`src/rtl/double2long.sv`:
```
// double2long: 3-cycle binary64 to signed/unsigned 32/64-bit integer converter, truncating toward zero.
module double2long (
  input  logic        i_clk,
  input  logic        i_rst,
  input  logic        i_ena,
  input  logic        i_signed,
  input  logic        i_w32,
  input  logic [63:0] i_a,
  output logic [63:0] o_res,
  output logic        o_overflow,
  output logic        o_underflow,
  output logic        o_valid,
  output logic        o_busy
);
  logic        busy_q, busy_d, sign_q, w32_q, signed_q, nan_q, inf_q, zero_q;
  logic        ovf_q, ovf_d, udf_q, udf_d, oovf_q, oovf_d, oudf_q, oudf_d;
  logic [2:0]  ena_q;
  logic [10:0] exp_q, lim, lsh, rsh;
  logic [52:0] mant_q;
  logic [63:0] align_q, align_d, res_q, res_d, mag, val, r64, smax, smin;
  logic        accept, frac_nz;
  assign accept  = i_ena & ~busy_q;
  assign frac_nz = |mant_q[51:0];
  assign lim     = w32_q ? 11'd1054 : 11'd1086;
  assign lsh     = exp_q - 11'd1075;
  assign rsh     = 11'd1075 - exp_q;
  assign smax    = w32_q ? 64'h0000_0000_7FFF_FFFF : 64'h7FFF_FFFF_FFFF_FFFF;
  assign smin    = w32_q ? 64'hFFFF_FFFF_8000_0000 : 64'h8000_0000_0000_0000;
  assign mag     = zero_q ? 64'd0 : align_q;
  assign val     = (sign_q & signed_q) ? -mag : mag;
  always_comb begin
    busy_d  = accept ? 1'b1 : ena_q[2] ? 1'b0 : busy_q;
    align_d = exp_q >= 11'd1075 ? (lsh < 11'd64 ? {11'd0, mant_q} << lsh[5:0] : 64'd0)
                                : (rsh < 11'd64 ? {11'd0, mant_q} >> rsh[5:0] : 64'd0);
    // exponent lim is e = N-1; only -2^(N-1) exactly is legal there when negative
    ovf_d   = signed_q ? (exp_q > lim) | ((exp_q == lim) & (~sign_q | frac_nz))
                       : nan_q | (~sign_q & (exp_q > lim));
    udf_d   = ~signed_q & sign_q & ~zero_q & ~nan_q;
    r64     = signed_q ? (ovf_q ? ((sign_q & ~nan_q) ? smin : smax) : val)
                       : (ovf_q ? 64'hFFFF_FFFF_FFFF_FFFF : udf_q ? 64'd0 : val);
    res_d   = ena_q[1] ? (w32_q ? {{32{r64[31]}}, r64[31:0]} : r64) : res_q;
    oovf_d  = ena_q[1] ? ovf_q : oovf_q;
    oudf_d  = ena_q[1] ? udf_q : oudf_q;
  end
  always_ff @(posedge i_clk or posedge i_rst) begin
    if (i_rst) begin
      busy_q <= 1'b0; ena_q <= 3'd0; sign_q <= 1'b0; exp_q <= 11'd0; mant_q <= 53'd0;
      w32_q <= 1'b0; signed_q <= 1'b0; nan_q <= 1'b0; inf_q <= 1'b0; zero_q <= 1'b0;
      align_q <= 64'd0; ovf_q <= 1'b0; udf_q <= 1'b0; res_q <= 64'd0;
      oovf_q <= 1'b0; oudf_q <= 1'b0;
    end else begin
      busy_q <= busy_d;
      ena_q  <= {ena_q[1:0], accept};
      if (accept) begin
        sign_q   <= i_a[63];
        exp_q    <= i_a[62:52];
        mant_q   <= {1'b1, i_a[51:0]};
        w32_q    <= i_w32;
        signed_q <= i_signed;
        nan_q    <= (&i_a[62:52]) & (|i_a[51:0]);
        inf_q    <= (&i_a[62:52]) & ~(|i_a[51:0]);
        zero_q   <= i_a[62:52] < 11'd1023;
      end
      if (ena_q[0]) begin
        align_q <= align_d;
        ovf_q   <= ovf_d;
        udf_q   <= udf_d;
      end
      res_q  <= res_d;
      oovf_q <= oovf_d;
      oudf_q <= oudf_d;
    end
  end
  assign o_res       = res_q;
  assign o_overflow  = oovf_q;
  assign o_underflow = oudf_q;
  assign o_valid     = ena_q[2];
  assign o_busy      = busy_q;
endmodule

```
`config.mk`:
```
export PLATFORM = sky130hd
export DESIGN_NAME = double2long
export DESIGN_NICKNAME = d
export VERILOG_FILES = /design/src/rtl/double2long.sv
export SDC_FILE = /design/constraint.sdc
export NUM_CORES = 1
export LEC_CHECK = 0
export ABC_CLOCK_PERIOD_IN_PS = 9200
export CAP_MARGIN = 10
export CORE_MARGIN = 10
export CORE_UTILIZATION = 55
export CTS_BUF_LIST = sky130_fd_sc_hd__clkbuf_4
export CTS_CLUSTER_DIAMETER = 60
export DETAILED_ROUTE_END_ITERATION = 10
export HOLD_SLACK_MARGIN = 0.1
export PLACE_DENSITY = 0.79
export SLEW_MARGIN = 20
export SYNTH_ARGS = -nofsm -noshare
export SYNTH_HDL_FRONTEND = slang
export SYNTH_SLANG_ARGS = --single-unit
```
`constraint.sdc`:
```
create_clock -name i_clk -period 9.2 [get_ports i_clk]
set_clock_uncertainty 0.15 [all_clocks]
set_input_delay 0.92 -clock i_clk [delete_from_list [all_inputs] [get_ports i_clk]]
set_output_delay 0.92 -clock i_clk [all_outputs]
set_load 0.02 [all_outputs]
```
---- Word-level counts from Yosys, hierarchy flattened ----
Cells that the tools add are included.
word-level totals
  output and inout bits ................... 68
  bits in registers ....................... 205
  input bits .............................. 69
operators by class
  $lt $le $gt $ge ......................... 5
  muxes and demuxes ....................... 17
  equality and inequality tests ........... 1
  bitwise gates (word level) .............. 17
  reduce and logical (&&, ||, !) cells .... 4
  shifts and indexed selects .............. 2
  add/subtract/negate cells ............... 3
operators by type and width
  operator                  count
  $mux W64                  11
  $mux W63                  2
  $reduce_or A52 Y1         2
  $neg A64 Y64              1
  $shl A53 B6 Y64           1
  $shr A53 B6 Y64           1
  $lt A11 B7 Y1 const B     2
  $eq A11 B11 Y1            1
  $ge A11 B11 Y1 const B    1
  $gt A11 B11 Y1            1
  $lt A11 B10 Y1 const B    1
  $reduce_and A11 Y1        1
  $sub A11 B11 Y11 const A  1
  $sub A11 B11 Y11 const B  1
  $and A1 B1 Y1             9
  $mux W6                   1
  $not A1 Y1                5
  $mux W1                   3
  $or A1 B1 Y1              3
  $reduce_bool A2 Y1        1

---- Logic depth before layout (Yosys ltp) ----
Gate-level depths: netlist of run 1.
  depth in word-level cells ............... 7
  depth in mapped cells ................... 18

---- Worst setup path before layout of run 1 ----
No wires, ideal clock.
  kind .................................... reg-to-reg
  start ................................... register exp_q[2]
  end ..................................... register align_q[19]
  data arrival time ....................... 3.868 ns
  required time ........................... 8.905 ns
  path buffers ............................ 7
  cell stages (with the launch flop) ...... 16
  library setup time ...................... 0.145 ns
  path slack .............................. 5.037 ns
  clock period less this slack ............ 4.163 ns
  path through ............................ dfrtp_1 > clkbuf_1 > inv_1 > buf_2 > buf_2 > buf_1 > buf_2 > ha_1 > buf_2 > inv_2 > buf_1 > mux2i_1 > mux2i_1 > mux4_2 > o211ai_1 > o221ai_1
on the way
  cells in the longest elaborated chain, start to end .. 4
ends and longest elaborated chain
  element                                      RTL line  text
  start: declaration                           18        logic [10:0] exp_q, lim, lsh, rsh;
  start signal: assignment                     56        exp_q <= i_a[62:52];
  $sub A11 B11 Y11, on equally long branches   26, 25
  $lt A11 B7 Y1, or another cell as far along  34        : (rsh < 11'd64 ? {11'd0, mant_q} >> rsh[5:0] : 64'd0);
  $mux W64, on equally long branches           34, 33
  $mux W64 *                                   33        align_d = exp_q >= 11'd1075 ? (lsh < 11'd64 ? {11'd0, mant_q} << lsh[5:0] : 64'd0)
  end signal: assignment                       65        align_q <= align_d;
  end: declaration                             20        logic [63:0] align_q, align_d, res_q, res_d, mag, val, r64, smax, smin;
Every way passes the cells marked *; elsewhere a longest branch is shown, timed or not.
A chain may end at the register's enable or synchronous reset.

---- Final worst setup path of run 1 ----
  start ................................... register exp_q[1]
  end ..................................... register align_q[0]
Same word-level chain as after synthesis.

==> results of run 1 <==
-- layer usage --
metal	GRT usage	wire, um
met5	0	13
met4	0.260	6600
met2	0.572	37600
met3	0.0939	10300
met1	0.475	31000
-- path summary, 6_finish.rpt --
path                                       from  slack [ps]  depth (start not counted)                     end
setup reg to reg           exp_q[1]$_DFFE_PP0P_        4890                          9  align_q[0]$_DFFE_PP0P_
hold / removal               ena_q[2]$_DFF_PP0_         330                          1      o_busy$_DFFE_PP0P_
hold reg to reg              ena_q[2]$_DFF_PP0_         330                          1      o_busy$_DFFE_PP0P_
max in group asynchronous                 i_rst        6770                          3    exp_q[1]$_DFFE_PP0P_
min in group asynchronous                 i_rst         550                          2   o_res[37]$_DFFE_PP0P_
setup / recovery           exp_q[1]$_DFFE_PP0P_        4890                          9  align_q[0]$_DFFE_PP0P_
-- power groups by stage --
stage	Clock (uW)	Sequential (uW)	Combinational [uW]
floorplan	0	918	14.6
detailed placement	0	918	54.4
finish	811	901	53.7
global placement	0	918	53.2
global route	858	901	58.9
CTS	812	901	54.5
-- stage by stage --
| step | hold slack [ps] | worst slack, ps | util | std cells |
|---|---|---|---|---|
| finish | 331 | 4890 | 0.619 | 2839 |
| global placement | 300 | 4750 | 0.600 | 2742 |
| floorplan | 255 | 2530 | - | 2340 |
| detailed placement | 302 | 4690 | 0.600 | 2742 |
| CTS | 332 | 4690 | 0.619 | 2834 |
| global route | 357 | 4530 | 0.619 | 2836 |
-- layout make-up --
type	instances	area share
timing repair buffer	169	0.0751
clock inverter	14	0.00308
inverter	59	0.0107
sequential	205	0.239
clock buffer	78	0.0272
multi-input combinational	1855	0.618
tap	455	0.0265
antenna	4	0.000466
-- kinds of logic after synthesis --
group | synth area share
compound gates | 0.203
xor+xnor | 0.0198
fa+ha+maj | 0.00322
buf+inv | 0.0592
flops | 0.264
mux | 0.247
simple gates | 0.204
-- sequential cells by signal, indices dropped and copies added (netlist names), 3 cells and up --
register / cells
o_res: 64
mant_q: 53
align_q: 64
exp_q: 11
ena_q: 3
-- synthesized netlist by cell type, types with 8 or more instances --
cell and instances:
dfrtp_1 205, o311ai_0 11, mux2i_1 154, nand3_1 56
o41ai_1 8, nor3_1 56, nand2_1 380, nor2b_1 14
nand4_1 20, nor4_1 44, o22ai_1 29, o21ai_0 124
xnor2_1 30, o31ai_1 15, o211ai_1 42, a22oi_1 17
buf_2 52, or4_1 16, clkbuf_1 139, mux4_2 91
a211oi_1 21, nand2b_1 9, a221o_1 10, or3_1 13
mux2_2 107, o221ai_1 25, buf_4 9, o211a_1 16
and3_1 14, a21oi_1 118, a221oi_1 12, xor2_1 14
and2_1 15, inv_1 54, a31oi_1 47, buf_1 20
nor2_1 202
-- critical path, cell delays in order (launching register included) --
cell and delay, ps:
dfrtp_4 750, ha_2 370, a21boi_1 760, nand3_1 150, o41ai_1 480, o211ai_1 140
buf_4 240, nor2_1 620, nand2_1 220, o221ai_1 350
-- cell usage in the layout (no fill, tap or decap), types with 56 or more instances in the layout --
cell	n
a21oi_1	118
clkbuf_4	78
clkdlybuf4s50_1	136
dfrtp_1	200
mux2_2	107
mux2i_1	154
mux4_2	91
nand2_1	379
nand3_1	56
nor2_1	201
nor3_1	56
o21ai_0	124
==> results.sh, run 1 <==
export IMPL_nets=2419
export IMPL_async_flop_share=1.00
export IMPL_fin_crit_ps=4310
export IMPL_cp_arrival_ps=4880
export IMPL_rsz0062_at_grt="false"
export IMPL_postCtsSetupRepairBufs=0
export IMPL_critical_path_class="flop to flop"
export IMPL_tightest_slew_ps=1130
export IMPL_drv_cap=0
export IMPL_final_cell_area_sq_mm=0.0215
export IMPL_place_area_sq_mm=0.0208
export IMPL_critPathLaunchType="flop"
export IMPL_yosysSeqAreaShare=0.264
export IMPL_via_per_inst=7.28
export IMPL_clk_latency_ps=820
export IMPL_synthFlopType="dfrtp_1"
export IMPL_synthTopCellsByArea="dfrtp_1 26%, mux4_2 11%, mux2i_1 7.9%, nand2_1 7.3%, mux2_2 6.2%"
export IMPL_initial_core_util=0.560
export IMPL_clk_pin_slew_ps=60
export IMPL_route_detailed_drc=0
export IMPL_p_per_area_mw_per_mm2=82.1
export IMPL_vdd_drop_max_mv=0.0902
export IMPL_status="finished, final reports clean"
export IMPL_clkSinkCount=205
export IMPL_rows=68
export IMPL_portBuffers=136
export IMPL_regArea_sq_mm=0.00514
export IMPL_hpwl_mm=63.1
export IMPL_dr_first_iter_drc_count=3186
export IMPL_num_vias=20700
export IMPL_core_area_sq_mm=0.0347
export IMPL_clockPowerShare=0.459
export IMPL_area_growth_pct=10.6
export IMPL_setup_violations=0
export IMPL_grt_usage=0.380
export IMPL_postCtsHoldBufs=0
export IMPL_dieHeight_um=208
export IMPL_syn_avg_cell_area_sq_um=8.31
export IMPL_grt_max_degree=135
export IMPL_yosysTopAreaCell="dfrtp_1"
export IMPL_place_gp_congestion=1.06
export IMPL_seqPwrFrac=0.510
export IMPL_antenna_left=0
export IMPL_finalHoldViolations=0
export IMPL_worstSetupEndpointType="flop"
export IMPL_ys_types=84
export IMPL_pin_count=137
export IMPL_antenna_found_initial=4
export IMPL_die_x_um=208
export IMPL_grt_ovfl_total=0
export IMPL_drive_gt1_frac=0.151
export IMPL_power_frac_comb=0.030
export IMPL_ys_ff_latch=205
export IMPL_ys_warn_count=0
export IMPL_max_freq_mhz=232
export IMPL_wire_per_inst_um=30.2
export IMPL_p_leak_uw=0.00911
export IMPL_period_share=0.468
export IMPL_maxSlewViolCount=0
export IMPL_cts_tree="done"
export IMPL_cts_root_buf="clkbuf_4"
export IMPL_max_slew_margin_rel=0.240
export IMPL_intPower_uw=1320
export IMPL_cts_buffers=55
export IMPL_synth_area_sq_mm=0.0194
export IMPL_h_tree_depth=2
export IMPL_clock_tree_buffer_depth=3
export IMPL_grt_pass1_wl_mm=128
export IMPL_totalWireLength_mm=85.6
export IMPL_fin_tns_setup_ps=0
export IMPL_hp_class="flop to flop"
export IMPL_dr_pass1_iters=7
export IMPL_p_sw_uw=450
export IMPL_grt_pass1_vias=19700
export IMPL_worstPathMaxFanout=48
export IMPL_swShare=0.255
export IMPL_synth_edf_count=0
export IMPL_netlist_instances=2340
export IMPL_crit_required_ps=9770
export IMPL_syn_num_nets=2414
export IMPL_post_cts_resized=0
export IMPL_multi_input_area_sq_mm=0.0133
export IMPL_fillers=2972
export IMPL_power_total_uw=1770
export IMPL_fp_dieArea_sq_mm=0.0433
export IMPL_synth_top_area_share=0.264
(Power assumes the default switching activity.)
==> inputs of run 2 (changes only) <==
--- a/config.mk
+++ b/config.mk
@@ -5,7 +5,7 @@
 export SDC_FILE = /design/constraint.sdc
 export NUM_CORES = 1
 export LEC_CHECK = 0
-export ABC_CLOCK_PERIOD_IN_PS = 9200
+export ABC_CLOCK_PERIOD_IN_PS = 4400
 export CAP_MARGIN = 10
 export CORE_MARGIN = 10
 export CORE_UTILIZATION = 55
==> constraint.sdc (replaced) <==
create_clock -name i_clk -period 4.4 [get_ports i_clk]
set_clock_uncertainty 0.15 [all_clocks]
set_input_delay 0.44 -clock i_clk [delete_from_list [all_inputs] [get_ports i_clk]]
set_output_delay 0.44 -clock i_clk [all_outputs]
set_load 0.02 [all_outputs]
==> results.sh, run 2 (same netlist as run 1, synthesis figures left out) <==
export IMPL_ff2ff_setup_slack_ps=440
export IMPL_fin_tns_setup_ps=0
export IMPL_path_cells="ha_2 -> buf_4 -> mux2_2 -> mux2i_1 -> mux2i_1 -> mux4_2 -> o21ai_0 -> o2bb2ai_1"
export IMPL_crit_slowest_cell="ha_2"
export IMPL_dieHeight_um=208
export IMPL_clk_pin_slew_ps=70
export IMPL_cp_arrival_ps=4490
export IMPL_grt_pass1_wl_mm=131
export IMPL_core_area_sq_mm=0.0347
export IMPL_intPower_uw=2800
export IMPL_fin_crit_ps=3960
export IMPL_rsz0062_at_grt="false"
export IMPL_portBuffers=136
export IMPL_hpwl_mm=64.4
export IMPL_post_route_util=0.649
export IMPL_area_growth_pct=15.9
export IMPL_power_frac_comb=0.046
export IMPL_swShare=0.253
export IMPL_grt_ovfl_total=0
export IMPL_cts_tree="done"
export IMPL_min_from="i_a[52]"
export IMPL_grt_pass1_vias=20400
export IMPL_clkSinkCount=205
export IMPL_route_detailed_drc=0
export IMPL_worstPathMaxFanout=28
export IMPL_clockPowerShare=0.450
export IMPL_finalHoldViolations=0
export IMPL_min_path_cells=3
export IMPL_pin_count=137
export IMPL_dr_first_iter_drc_count=3131
export IMPL_post_cts_resized=0
export IMPL_p_per_area_mw_per_mm2=166
export IMPL_top_layer="met4"
export IMPL_period_share=0.900
export IMPL_rows=68
export IMPL_num_vias=21300
export IMPL_p_sw_uw=945
export IMPL_hp_class="input pin to flop"
export IMPL_die_x_um=208
export IMPL_clk_latency_ps=850
export IMPL_totalWireLength_mm=87.4
export IMPL_postCtsHoldBufs=66
export IMPL_wl_met3_mm=10.2
export IMPL_critical_path_class="flop to flop"
export IMPL_clock_tree_buffer_depth=3
export IMPL_vdd_drop_max_mv=0.239
export IMPL_maxSlewViolCount=0
export IMPL_drive_gt1_frac=0.161
export IMPL_place_gp_congestion=1.09
export IMPL_fp_dieArea_sq_mm=0.0433
export IMPL_wire_per_inst_um=29.7
export IMPL_grt_usage=0.389
export IMPL_seqPwrFrac=0.504
export IMPL_antenna_left=0
export IMPL_cts_buffers=54
export IMPL_worstSetupEndpointType="flop"
export IMPL_h_tree_depth=2
export IMPL_initial_core_util=0.560
export IMPL_hold_path_end="exp_q[0]$_DFFE_PP0P_"
export IMPL_cpMostUsedCell="mux2i_1"
export IMPL_crit_required_ps=4930
export IMPL_met2_length_mm=38.6
export IMPL_p_leak_uw=0.00961
export IMPL_ff2ff_path_depth=8
export IMPL_max_freq_mhz=253
export IMPL_grt_max_degree=108
export IMPL_cts_root_buf="clkbuf_4"
export IMPL_max_slew_margin_rel=0.264
export IMPL_max_stage_delay_ps=750
export IMPL_timing_rr_end="align_q[60]$_DFFE_PP0P_"
export IMPL_critPathLaunchType="flop"
export IMPL_setup_violations=0
export IMPL_r2r_start="exp_q[1]$_DFFE_PP0P_"
export IMPL_postCtsSetupRepairBufs=0
export IMPL_nets=2527
export IMPL_drv_cap=0
export IMPL_dr_pass1_iters=7
export IMPL_final_common_cell="nand2_1"
export IMPL_antenna_found_initial=3
export IMPL_status="finished, final reports clean"
export IMPL_tightest_slew_ps=1090
export IMPL_via_per_inst=7.22
export IMPL_wl_met1_mm=31.2
export IMPL_most_common_layout_cells="379 x nand2_1, 201 x nor2_1, 200 x dfrtp_1, 154 x mux2i_1, 136 x clkdlybuf4s50_1"
[run 2: changes by cell type in the layout (fill, tap and decap cells not counted), sizes merged]
cell         previous run  this run
inv                    57        55
diode                   4         3
clkinv                 15        14
buf                    32        76
dlygate4sd3             0        66
[run 2: critical path: cells and delay by family (launching register included)]
family | cells | cell delay, ps
mux | 4 | 1670
compound gates | 2 | 460
buf+inv | 1 | 290
flops | 1 | 500
fa+ha+maj | 1 | 750
[run 2: worst max-delay path by stage]
stage | start | endpoint | cells past startpoint
6_report | exp_q[1]$_DFFE_PP0P_ | align_q[60]$_DFFE_PP0P_ | 8
3_5_place_dp | exp_q[1]$_DFFE_PP0P_ | align_q[60]$_DFFE_PP0P_ | 8
4_1_cts | exp_q[1]$_DFFE_PP0P_ | align_q[60]$_DFFE_PP0P_ | 8
5_1_grt | align_q[0]$_DFFE_PP0P_ | o_res[49]$_DFFE_PP0P_ | 7
3_3_place_gp | exp_q[1]$_DFFE_PP0P_ | align_q[60]$_DFFE_PP0P_ | 8
2_1_floorplan | exp_q[2]$_DFFE_PP0P_ | align_q[19]$_DFFE_PP0P_ | 15
[run 2: power by group through the flow]
stage	logic (uW)	registers, uW	clock network [uW]
global route	184	1880	1790
detailed placement	119	1920	0
CTS	167	1880	1680
finish	171	1880	1690
floorplan	30.9	1920	0
global placement	116	1920	0
[run 2: area by class of cell]
cell class / instances / area [sq um]
inverters: 59 / 225
well taps: 455 / 569
repair buffers: 278 / 2690
clock buffers: 79 / 593
flip-flops and latches: 205 / 5140
multi-input cells: 1855 / 13300
diodes: 3 / 7.51
fillers: 2855 / 12200
clock inverters: 11 / 51.3
[run 2: stage by stage]
stage,std cells,worst slack (ps),hold slack [ps],power [uW],cell area [sq um]
floorplan,2340,237,255,1950,19400
global placement,2786,652,305,2040,21200
detailed placement,2786,627,330,2040,21200
CTS,2942,617,175,3740,22500
global route,2944,156,192,3850,22500
finish,2945,442,195,3740,22500
[run 2: per-layer routing]
| metal | GRT usage | vias to the layer above |
|---|---|---|
| li1 | - | 9027 |
| met1 | 0.470 | 10100 |
| met2 | 0.598 | 1750 |
| met3 | 0.101 | 397 |
| met4 | 0.268 | 0 |
| met5 | 0 | - |
